==> src/rtl/dcache_pkg.sv <==
// Shared types and address-field width helpers for the direct-mapped data cache.
package dcache_pkg;

  typedef enum logic [1:0] {
    IDLE   = 2'd0,
    REFILL = 2'd1,
    WRITE  = 2'd2
  } state_t;

  localparam int MEM_WORD_BYTES = 4;

  function automatic int byte_sel_w();
    return $clog2(MEM_WORD_BYTES);
  endfunction

  function automatic int word_sel_w(input int words);
    return $clog2(words);
  endfunction

  function automatic int index_w(input int lines);
    return $clog2(lines);
  endfunction

  function automatic int tag_w(input int addr_w, input int lines, input int words);
    return addr_w - $clog2(MEM_WORD_BYTES) - $clog2(words) - $clog2(lines);
  endfunction

endpackage

==> src/rtl/dcache_line_array.sv <==
// Valid bits, tag RAM and data RAM for the cache; combinational read, separate
// word-write and line-fill ports, synchronous clear of all valid bits.
module dcache_line_array
  import dcache_pkg::*;
#(
  parameter int LINES  = 16,
  parameter int WORDS  = 4,
  parameter int ADDR_W = 32,
  localparam int WSEL_W = word_sel_w(WORDS),
  localparam int IDX_W  = index_w(LINES),
  localparam int TAG_W  = tag_w(ADDR_W, LINES, WORDS)
) (
  input  logic              clk,
  input  logic              rst,
  input  logic [IDX_W-1:0]  rd_index,
  input  logic [WSEL_W-1:0] rd_word,
  output logic              rd_valid,
  output logic [TAG_W-1:0]  rd_tag,
  output logic [31:0]       rd_data,
  input  logic              wr_en,
  input  logic [IDX_W-1:0]  wr_index,
  input  logic [WSEL_W-1:0] wr_word,
  input  logic [31:0]       wr_data,
  input  logic              fill_en,
  input  logic [IDX_W-1:0]  fill_index,
  input  logic [TAG_W-1:0]  fill_tag
);

  logic [LINES-1:0] valid;
  logic [TAG_W-1:0] tags [LINES];
  logic [31:0]      data [LINES][WORDS];

  always_ff @(posedge clk) begin
    if (rst) begin
      valid <= '0;
    end else if (fill_en) begin
      valid[fill_index] <= 1'b1;
    end
  end

  // Tag and data contents are not reset; only the valid bits gate their use.
  always_ff @(posedge clk) begin
    if (fill_en) begin
      tags[fill_index] <= fill_tag;
    end
  end

  always_ff @(posedge clk) begin
    if (wr_en) begin
      data[wr_index][wr_word] <= wr_data;
    end
  end

  assign rd_valid = valid[rd_index];
  assign rd_tag   = tags[rd_index];
  assign rd_data  = data[rd_index][rd_word];

endmodule

==> src/rtl/dcache_ctrl.sv <==
// Direct-mapped, write-through, no-write-allocate data cache controller:
// FSM, refill beat counter and registered memory-side request.
module dcache_ctrl
  import dcache_pkg::*;
#(
  parameter int LINES  = 16,
  parameter int WORDS  = 4,
  parameter int ADDR_W = 32
) (
  input  logic              clk,
  input  logic              rst,
  input  logic              cpu_read,
  input  logic              cpu_write,
  input  logic [ADDR_W-1:0] cpu_addr,
  input  logic [31:0]       cpu_wdata,
  output logic [31:0]       cpu_rdata,
  output logic              cpu_stall,
  output logic              mem_req,
  output logic              mem_we,
  output logic [ADDR_W-1:0] mem_addr,
  output logic [31:0]       mem_wdata,
  input  logic [31:0]       mem_rdata,
  input  logic              mem_ready
);

  localparam int BSEL_W = byte_sel_w();
  localparam int WSEL_W = word_sel_w(WORDS);
  localparam int IDX_W  = index_w(LINES);
  localparam int TAG_W  = tag_w(ADDR_W, LINES, WORDS);
  localparam int OFF_W  = BSEL_W + WSEL_W;
  localparam logic [WSEL_W-1:0] LAST_BEAT = WSEL_W'(WORDS - 1);

  state_t state, next_state;
  logic [WSEL_W-1:0] beat;

  logic [WSEL_W-1:0] cpu_word;
  logic [IDX_W-1:0]  cpu_index;
  logic [TAG_W-1:0]  cpu_tag;
  logic [ADDR_W-1:0] line_base;
  logic [ADDR_W-1:0] word_addr;
  logic              unused_byte_sel;

  assign cpu_word        = cpu_addr[BSEL_W +: WSEL_W];
  assign cpu_index       = cpu_addr[OFF_W +: IDX_W];
  assign cpu_tag         = cpu_addr[ADDR_W-1 -: TAG_W];
  assign line_base       = {cpu_addr[ADDR_W-1:OFF_W], {OFF_W{1'b0}}};
  assign word_addr       = {cpu_addr[ADDR_W-1:BSEL_W], {BSEL_W{1'b0}}};
  assign unused_byte_sel = ^cpu_addr[BSEL_W-1:0];

  // Refill placement comes from the in-flight memory address, not cpu_addr,
  // so a misbehaving pipeline cannot scatter one line across two indices.
  logic [IDX_W-1:0] fill_index;
  logic [TAG_W-1:0] fill_tag;
  assign fill_index = mem_addr[OFF_W +: IDX_W];
  assign fill_tag   = mem_addr[ADDR_W-1 -: TAG_W];

  logic              rd_valid;
  logic [TAG_W-1:0]  rd_tag;
  logic [31:0]       rd_data;
  logic              hit;
  logic              wr_en;
  logic [IDX_W-1:0]  wr_index;
  logic [WSEL_W-1:0] wr_word;
  logic [31:0]       wr_data;
  logic              fill_en;

  assign hit = rd_valid && (rd_tag == cpu_tag);

  dcache_line_array #(
    .LINES  (LINES),
    .WORDS  (WORDS),
    .ADDR_W (ADDR_W)
  ) u_lines (
    .clk        (clk),
    .rst        (rst),
    .rd_index   (cpu_index),
    .rd_word    (cpu_word),
    .rd_valid   (rd_valid),
    .rd_tag     (rd_tag),
    .rd_data    (rd_data),
    .wr_en      (wr_en),
    .wr_index   (wr_index),
    .wr_word    (wr_word),
    .wr_data    (wr_data),
    .fill_en    (fill_en),
    .fill_index (fill_index),
    .fill_tag   (fill_tag)
  );

  always_comb begin
    next_state = state;
    cpu_stall  = 1'b0;
    cpu_rdata  = '0;
    wr_en      = 1'b0;
    wr_index   = cpu_index;
    wr_word    = cpu_word;
    wr_data    = cpu_wdata;
    fill_en    = 1'b0;
    if (!rst) begin
      case (state)
        IDLE: begin
          if (cpu_write) begin
            cpu_stall  = 1'b1;
            next_state = WRITE;
            wr_en      = hit;
          end else if (cpu_read) begin
            if (hit) begin
              cpu_rdata = rd_data;
            end else begin
              cpu_stall  = 1'b1;
              next_state = REFILL;
            end
          end
        end
        REFILL: begin
          cpu_stall = 1'b1;
          if (mem_ready) begin
            wr_en    = 1'b1;
            wr_index = fill_index;
            wr_word  = beat;
            wr_data  = mem_rdata;
            if (beat == LAST_BEAT) begin
              fill_en    = 1'b1;
              next_state = IDLE;
            end
          end
        end
        WRITE: begin
          cpu_stall = !mem_ready;
          if (mem_ready) begin
            next_state = IDLE;
          end
        end
        default: next_state = IDLE;
      endcase
    end
  end

  always_ff @(posedge clk) begin
    if (rst) begin
      state     <= IDLE;
      beat      <= '0;
      mem_req   <= 1'b0;
      mem_we    <= 1'b0;
      mem_addr  <= '0;
      mem_wdata <= '0;
    end else begin
      state <= next_state;
      case (state)
        IDLE: begin
          if (cpu_write) begin
            mem_req   <= 1'b1;
            mem_we    <= 1'b1;
            mem_addr  <= word_addr;
            mem_wdata <= cpu_wdata;
          end else if (cpu_read && !hit) begin
            mem_req  <= 1'b1;
            mem_we   <= 1'b0;
            mem_addr <= line_base;
            beat     <= '0;
          end
        end
        REFILL: begin
          if (mem_ready) begin
            beat <= beat + WSEL_W'(1);
            if (beat == LAST_BEAT) begin
              mem_req <= 1'b0;
            end else begin
              mem_addr <= mem_addr + ADDR_W'(MEM_WORD_BYTES);
            end
          end
        end
        WRITE: begin
          if (mem_ready) begin
            mem_req <= 1'b0;
            mem_we  <= 1'b0;
          end
        end
        default: begin
          mem_req <= 1'b0;
          mem_we  <= 1'b0;
        end
      endcase
    end
  end

endmodule

==> config.mk <==
export PLATFORM = sky130hd
export DESIGN_NAME = dcache_ctrl
export DESIGN_NICKNAME = d
export VERILOG_FILES = /design/src/rtl/dcache_pkg.sv /design/src/rtl/dcache_line_array.sv /design/src/rtl/dcache_ctrl.sv
export SDC_FILE = /design/constraint.sdc
export NUM_CORES = 2
export LEC_CHECK = 0
export CORE_MARGIN = 2
export CORE_UTILIZATION = 30
export DETAILED_ROUTE_END_ITERATION = 16
export PLACE_DENSITY_LB_ADDON = 0.1
export SYNTH_ARGS = -nofsm -noshare
export SYNTH_HDL_FRONTEND = slang
export SYNTH_SLANG_ARGS = --single-unit
==> constraint.sdc <==
create_clock -name clk -period 15.95 [get_ports clk]
set_input_delay 1.595 -clock clk [delete_from_list [all_inputs] [get_ports clk]]
set_output_delay 1.595 -clock clk [all_outputs]
set_load 0.01 [all_outputs]
Yosys cells after proc, flatten, opt, wreduce, memory -nomap -nowiden
Memories as Yosys holds them, arrays and structs flattened.
Index checks and enable logic that the tools add are counted.
Word-level totals
  latch bits: 0
  bits in registers: 86
  output and inout bits: 99
  memories kept: 2
  word-level logic and storage cells: 113
  RAM bits: 2432
  bits of input ports: 101
  ROM bits: 0
Memory list
  u_lines.data: depth 16, width 128, rd ports 1, clocked after memory_dff 0, write ports 1, RTL line dcache_line_array.sv:31  | logic [31:0] data [LINES][WORDS];
  u_lines.tags: depth 16, width 24, rd ports 1, clocked after memory_dff 0, write ports 1, RTL line dcache_line_array.sv:30  | logic [TAG_W-1:0] tags [LINES];
Operators by class
  multiply operators: 0
  equality and inequality tests: 13
  shift operators: 0
  bitwise logic cells: 4
  $lt $le $gt $ge: 6
  reduce and logical (&&, ||, !) cells: 14
  muxes and demuxes: 65
  divide/modulo/power cells: 0
  add/subtract/negate cells: 2
Operator list (count)
  32-bit two-way mux: 15
  128-bit two-way mux: 1
  32-bit binary-select mux with 2-bit select: 1
  32-bit demux with 2-bit select: 1
  32-bit case mux with 2 select lines: 1
  32-bit by 3-bit adder with 32-bit output, second input constant: 1
  24-bit == test: 1
  2-bit two-way mux: 12
  1-bit two-way mux: 23
  16-bit bitwise OR: 1
  4-bit two-way mux: 3
  2-bit inequality test, second input constant: 6
  4-bit AND reduction: 3
  4-bit by 5-bit < comparator with 1-bit output, second input constant: 2
  3-bit inequality test, second input constant: 3
  1-bit case mux with 3 select lines: 3
  3-bit greater-or-equal comparator, second input constant: 2
  2-bit inverter with 3-bit output: 2
  2-bit case mux with 3 select lines: 1
  5-bit AND reduction: 1
  1-bit binary-select mux with 4-bit select: 1
  1-bit demux with 4-bit select: 1
  2-bit == test, second input constant: 2
  4-bit by 1-bit greater-or-equal comparator with 1-bit output, second input constant: 1
  other kinds (12): 16

Depth between registers and ports, before layout
  depth in word-level cells: 9
  mapped depth: 15
  gate-level depth less buffers: 9

By module
Synthesis repeated with hierarchy kept, for this count alone.
Second synthesis, totals
  cells, all modules: 4478
  area, all modules: 97971.5 µm²
Modules (own cells, without submodules)
  dcache_line_array: area each 93423.4 µm², cells each 3882, sequential area each 73350.3 µm², instances 1
  dcache_ctrl: area each 4548.1 µm², cells each 596, sequential area each 1361.3 µm², instances 1

Least setup slack after synthesis
Ideal clock, no wire load.
  path type: input-to-output
  start point: in cpu_addr[5]
  end point: out cpu_rdata[10]
  path buffers: 8
  setup slack: 9.390 ns
  cell stages on the path: 12
  arrival: 4.965 ns
  data required time: 14.355 ns
  cell sequence: buf_2 buf_2 buf_2 buf_2 buf_2 clkbuf_1 clkbuf_1 clkbuf_1 mux4_2 mux4_2 mux4_2 nor2b_1
Between the ends
  word-level cells in the longest chain between the ends: 9
  elaborated cells between the ends (all ways): 14
  those cells by class: 1 x eq/ne; 10 x mux; 1 x reduce/logical; 2 x memory
RTL lines
  from (decl): RTL line dcache_ctrl.sv:14  | input logic [ADDR_W-1:0] cpu_addr,
  memory read 16 x 128 bit
  32-bit binary-select mux with 2-bit select: RTL line dcache_line_array.sv:56  | assign rd_data = data[rd_index][rd_word];
  32-bit two-way mux (not written as such) (2 in a row): RTL line dcache_line_array.sv:56
  32-bit two-way mux *: RTL line dcache_ctrl.sv:107  | if (hit) begin
  32-bit two-way mux *: RTL line dcache_ctrl.sv:106  | end else if (cpu_read) begin
  32-bit two-way mux *: RTL line dcache_ctrl.sv:102  | if (cpu_write) begin
  32-bit two-way mux *: RTL line dcache_ctrl.sv:100  | case (state)
  32-bit two-way mux *: RTL line dcache_ctrl.sv:99  | if (!rst) begin
  to (decl): RTL line dcache_ctrl.sv:16  | output logic [31:0] cpu_rdata,
Every way passes the cells marked *; elsewhere a longest branch is shown, timed or not. The select of a mux whose other input is x is not followed.

Final worst setup path
  start point: in cpu_addr[4]
  end point: out cpu_rdata[8]
The elaborated chain is that of the path after synthesis.

==> flow_metrics.py <==
metrics = {
    "placement": {
        "place_congestion": 0.7738,
        "placed_cell_area_mm2": 0.1066,
        "dp_hpwl_um": 165700,
        "io_buffers": 195,
    },
    "synthesis": {
        "synth_edf_count": 2432,
        "yosys_warnings": 0,
        "synth_area_leader_cell": "edfxtp_1",
        "syn_avg_cell_area_um2": 21.96,
        "synth.top_cell.area_share_pct": 74.27,
        "ys_types": 77,
        "synthArstFlopShare_pct": 0,
        "ys_top_cells_by_area": "edfxtp_1 74%, mux4_2 17%, dfxtp_1 1.7%, mux2i_1 0.92%, nand2_1 0.90%",
        "synth_seq_area_share_pct": 75.98,
        "syn_area_mm2": 0.09833,
        "syn_inst": 4477,
        "synth_ff_type": "edfxtp_1",
        "synth-seq-cells": 2516,
    },
    "clock_network": {
        "htree_levels": 5,
        "clock_latency_ns": 0.92,
        "post_cts.repair.setup_buffers": 0,
        "cts_tree": "yes",
        "clock_sinks": 2516,
        "ctsHoldBuffers": 0,
        "cts_buffers": 292,
        "cts_root_buf": "clkbuf_16",
        "cts-resized-gates": 0,
        "ctsLongestPathBuffers": 4,
        "cts.reportedPaths.clkPinSlew_ns": 0.05,
    },
    "sta": {
        "tns_ns": 0,
        "skew_ns": 0.07798,
        "post-route-min-period_ns": 9.410,
        "final-hold-violation-count": 0,
        "drv_slew": 0,
        "period_share_pct": 59.00,
        "worst-slew-pin-transition_ns": 1.284,
        "rsz0062_at_grt": "false",
        "max_clock_freq_ghz": 0.1063,
        "setup_violations": 0,
        "slew_headroom_pct": 13.48,
    },
    "global_route": {
        "grt_use_total_pct": 18.04,
        "grt_antenna_before_repair": 19,
        "grt_max_degree": 125,
        "gr-total-overflow": 0,
        "grt_first_pass_wirelength_um": 417800,
        "first_global_vias": 49920,
    },
    "critical_path": {
        "r2r_slack_ns": 10.68,
        "cp_max_fo": 91,
        "critPathCaptureType": "output pin",
        "arrival_ns": 7.81,
        "path_class": "input port to output pin",
        "critPathCapture": "cpu_rdata[8]",
        "reg2reg_depth": 11,
        "startpoint_type": "input port",
        "r2r-end": "u_lines.data[10][38]",
        "r2r-start": "u_lines.tags[15][17]",
        "worstPathRequired_ns": 14.36,
        "cp-startpoint": "cpu_addr[4]",
    },
    "power_and_ir_drop": {
        "power_density_mw_per_mm2": 126.1,
        "power_w": 0.01461,
        "p_leak_nw": 35.57,
        "ir_drop_mv": 0.07736,
    },
    "status": {
        "outcome": "complete, no violations",
    },
    "detailed_routing": {
        "wire_per_inst_um": 32.15,
        "vias": 48060,
        "viasPerCell": 5.083,
        "dr.pass1.iters": 7,
        "wl_um": 304000,
        "drt-initial-drc-count": 4583,
        "detail-route-antenna-nets": 0,
        "drc_errors": 0,
    },
    "layout": {
        "multiInputGateArea_mm2": 0.02312,
        "layout_commonest_cell": "edfxtp_1",
        "layout_common_cells": "2432 x edfxtp_1, 728 x mux4_2, 295 x clkbuf_16, 202 x nand2_1, 188 x clkdlybuf4s50_1",
        "fill_cells": 30190,
        "area_growth_pct": 17.76,
        "final_layout_size_suffix_gt1_share_pct": 28.33,
        "final_nets": 4975,
        "final_util_pct": 35.45,
        "regArea_mm2": 0.07471,
        "design_area_mm2": 0.1158,
    },
    "floorplan": {
        "die-area_mm2": 0.3324,
        "start_util_pct": 30.11,
        "die_y_um": 576.5,
        "core_area_mm2": 0.3266,
        "num_io_pins": 200,
        "die_w_um": 576.5,
        "rows": 210,
    },
    "flow_run": {
        "maxCapViolCount": 0,
    },
    "min_path": {
        "min_path_type": "register to register",
    },
}
## sequential cells by signal, indices dropped and copies added (netlist names)
register and cells:
mem_we 1, state 2, u_lines.data 2048, mem_wdata 32, u_lines.tags 384, beat 2, mem_req 1, u_lines.valid 16
mem_addr 30
## worst min path at each step
stage | start | endpoint | slack [ns] | cells past startpoint
finish | mem_wdata[10] | mem_wdata[10] | 0.46 | 2
global route | u_lines.valid[7] | u_lines.valid[7] | 0.48 | 1
CTS | mem_wdata[8] | mem_wdata[8] | 0.46 | 2
detailed placement | mem_wdata[8] | mem_wdata[8] | 0.45 | 2
global placement | u_lines.valid[8] | u_lines.valid[8] | 0.44 | 1
floorplan | u_lines.valid[11] | u_lines.valid[11] | 0.44 | 2
## per-stage QoR
stage	std cells	setup WS (ns)	hold slack, ns
global placement	8924	6.149	0.4439
finish	9455	6.540	0.4563
floorplan	4478	9.390	0.4350
CTS	9443	6.195	0.4583
detailed placement	8924	6.190	0.4506
global route	9444	5.928	0.4754
## worst max-delay path, stage by stage
cell and delay (ns):
buf_8 0.54, buf_12 0.59, buf_4 0.85, buf_4 0.73
buf_4 0.72, mux4_2 0.59, mux4_2 0.55, mux4_2 0.47
nor2b_1 0.20, clkdlybuf4s50_1 0.60
## area by class of cell
class | count | share of cell area (%)
clock inverters | 149 | 1.256
multi-input cells | 1684 | 19.97
clock buffers | 370 | 6.653
repair buffers | 359 | 2.817
inverters | 19 | 0.06159
well taps | 4346 | 4.696
flip-flops and latches | 2516 | 64.53
diodes | 12 | 0.02593
## cell usage after synthesis, types with 10 or more instances
cell       instances
edfxtp_1        2432
mux2i_1           90
clkbuf_1         173
dfxtp_1           84
a211o_1           11
nor4_1            27
a22oi_1           34
a21oi_1           68
nor2_1           112
mux2_2            11
nand4_1           22
o21a_1            18
nor2b_1           37
o32ai_1           14
nand3_1           35
a2111oi_0         13
nor3_1            29
o21ai_0           24
nand2_1          236
and4_1            15
and3_1            20
inv_1             18
mux4_2           728
buf_2             53
buf_1             14
xnor2_1           10
## where the power goes
| group | switching (W) | internal (W) |
|---|---|---|
| logic | 0.000483 | 0.000305 |
| clock network | 0.00275 | 0.00372 |
| registers | 0.0000445 | 0.00730 |
## logic make-up (layout without fill, tap and decap cells)
logic type               count (synthesis)  count (layout)  share of synthesized area [%]
AO/OA/AOI/OAI                          255             255                          1.933
XOR/XNOR                                16              16                         0.1425
adder cells (fa/ha/maj)                  2               2                        0.02545
buffers and inverters                  278             897                          1.280
flip-flops                            2516            2516                          75.98
multiplexers                           833             833                          17.82
other                                    1              14                       0.003814
AND/OR/NAND/NOR                        576             576                          2.810
## metal layers
metal	share of wire (%)	up-vias	routed length (um)	track usage (%)
li1	-	19850	-	-
met4	2.1	4	6440	4.249
met1	43	26620	132100	24.55
met5	0.0072	-	22	0
met2	50	1219	151400	30.60
met3	4.6	371	14080	2.449
Note: power is estimated with default switching activity, not from simulation.
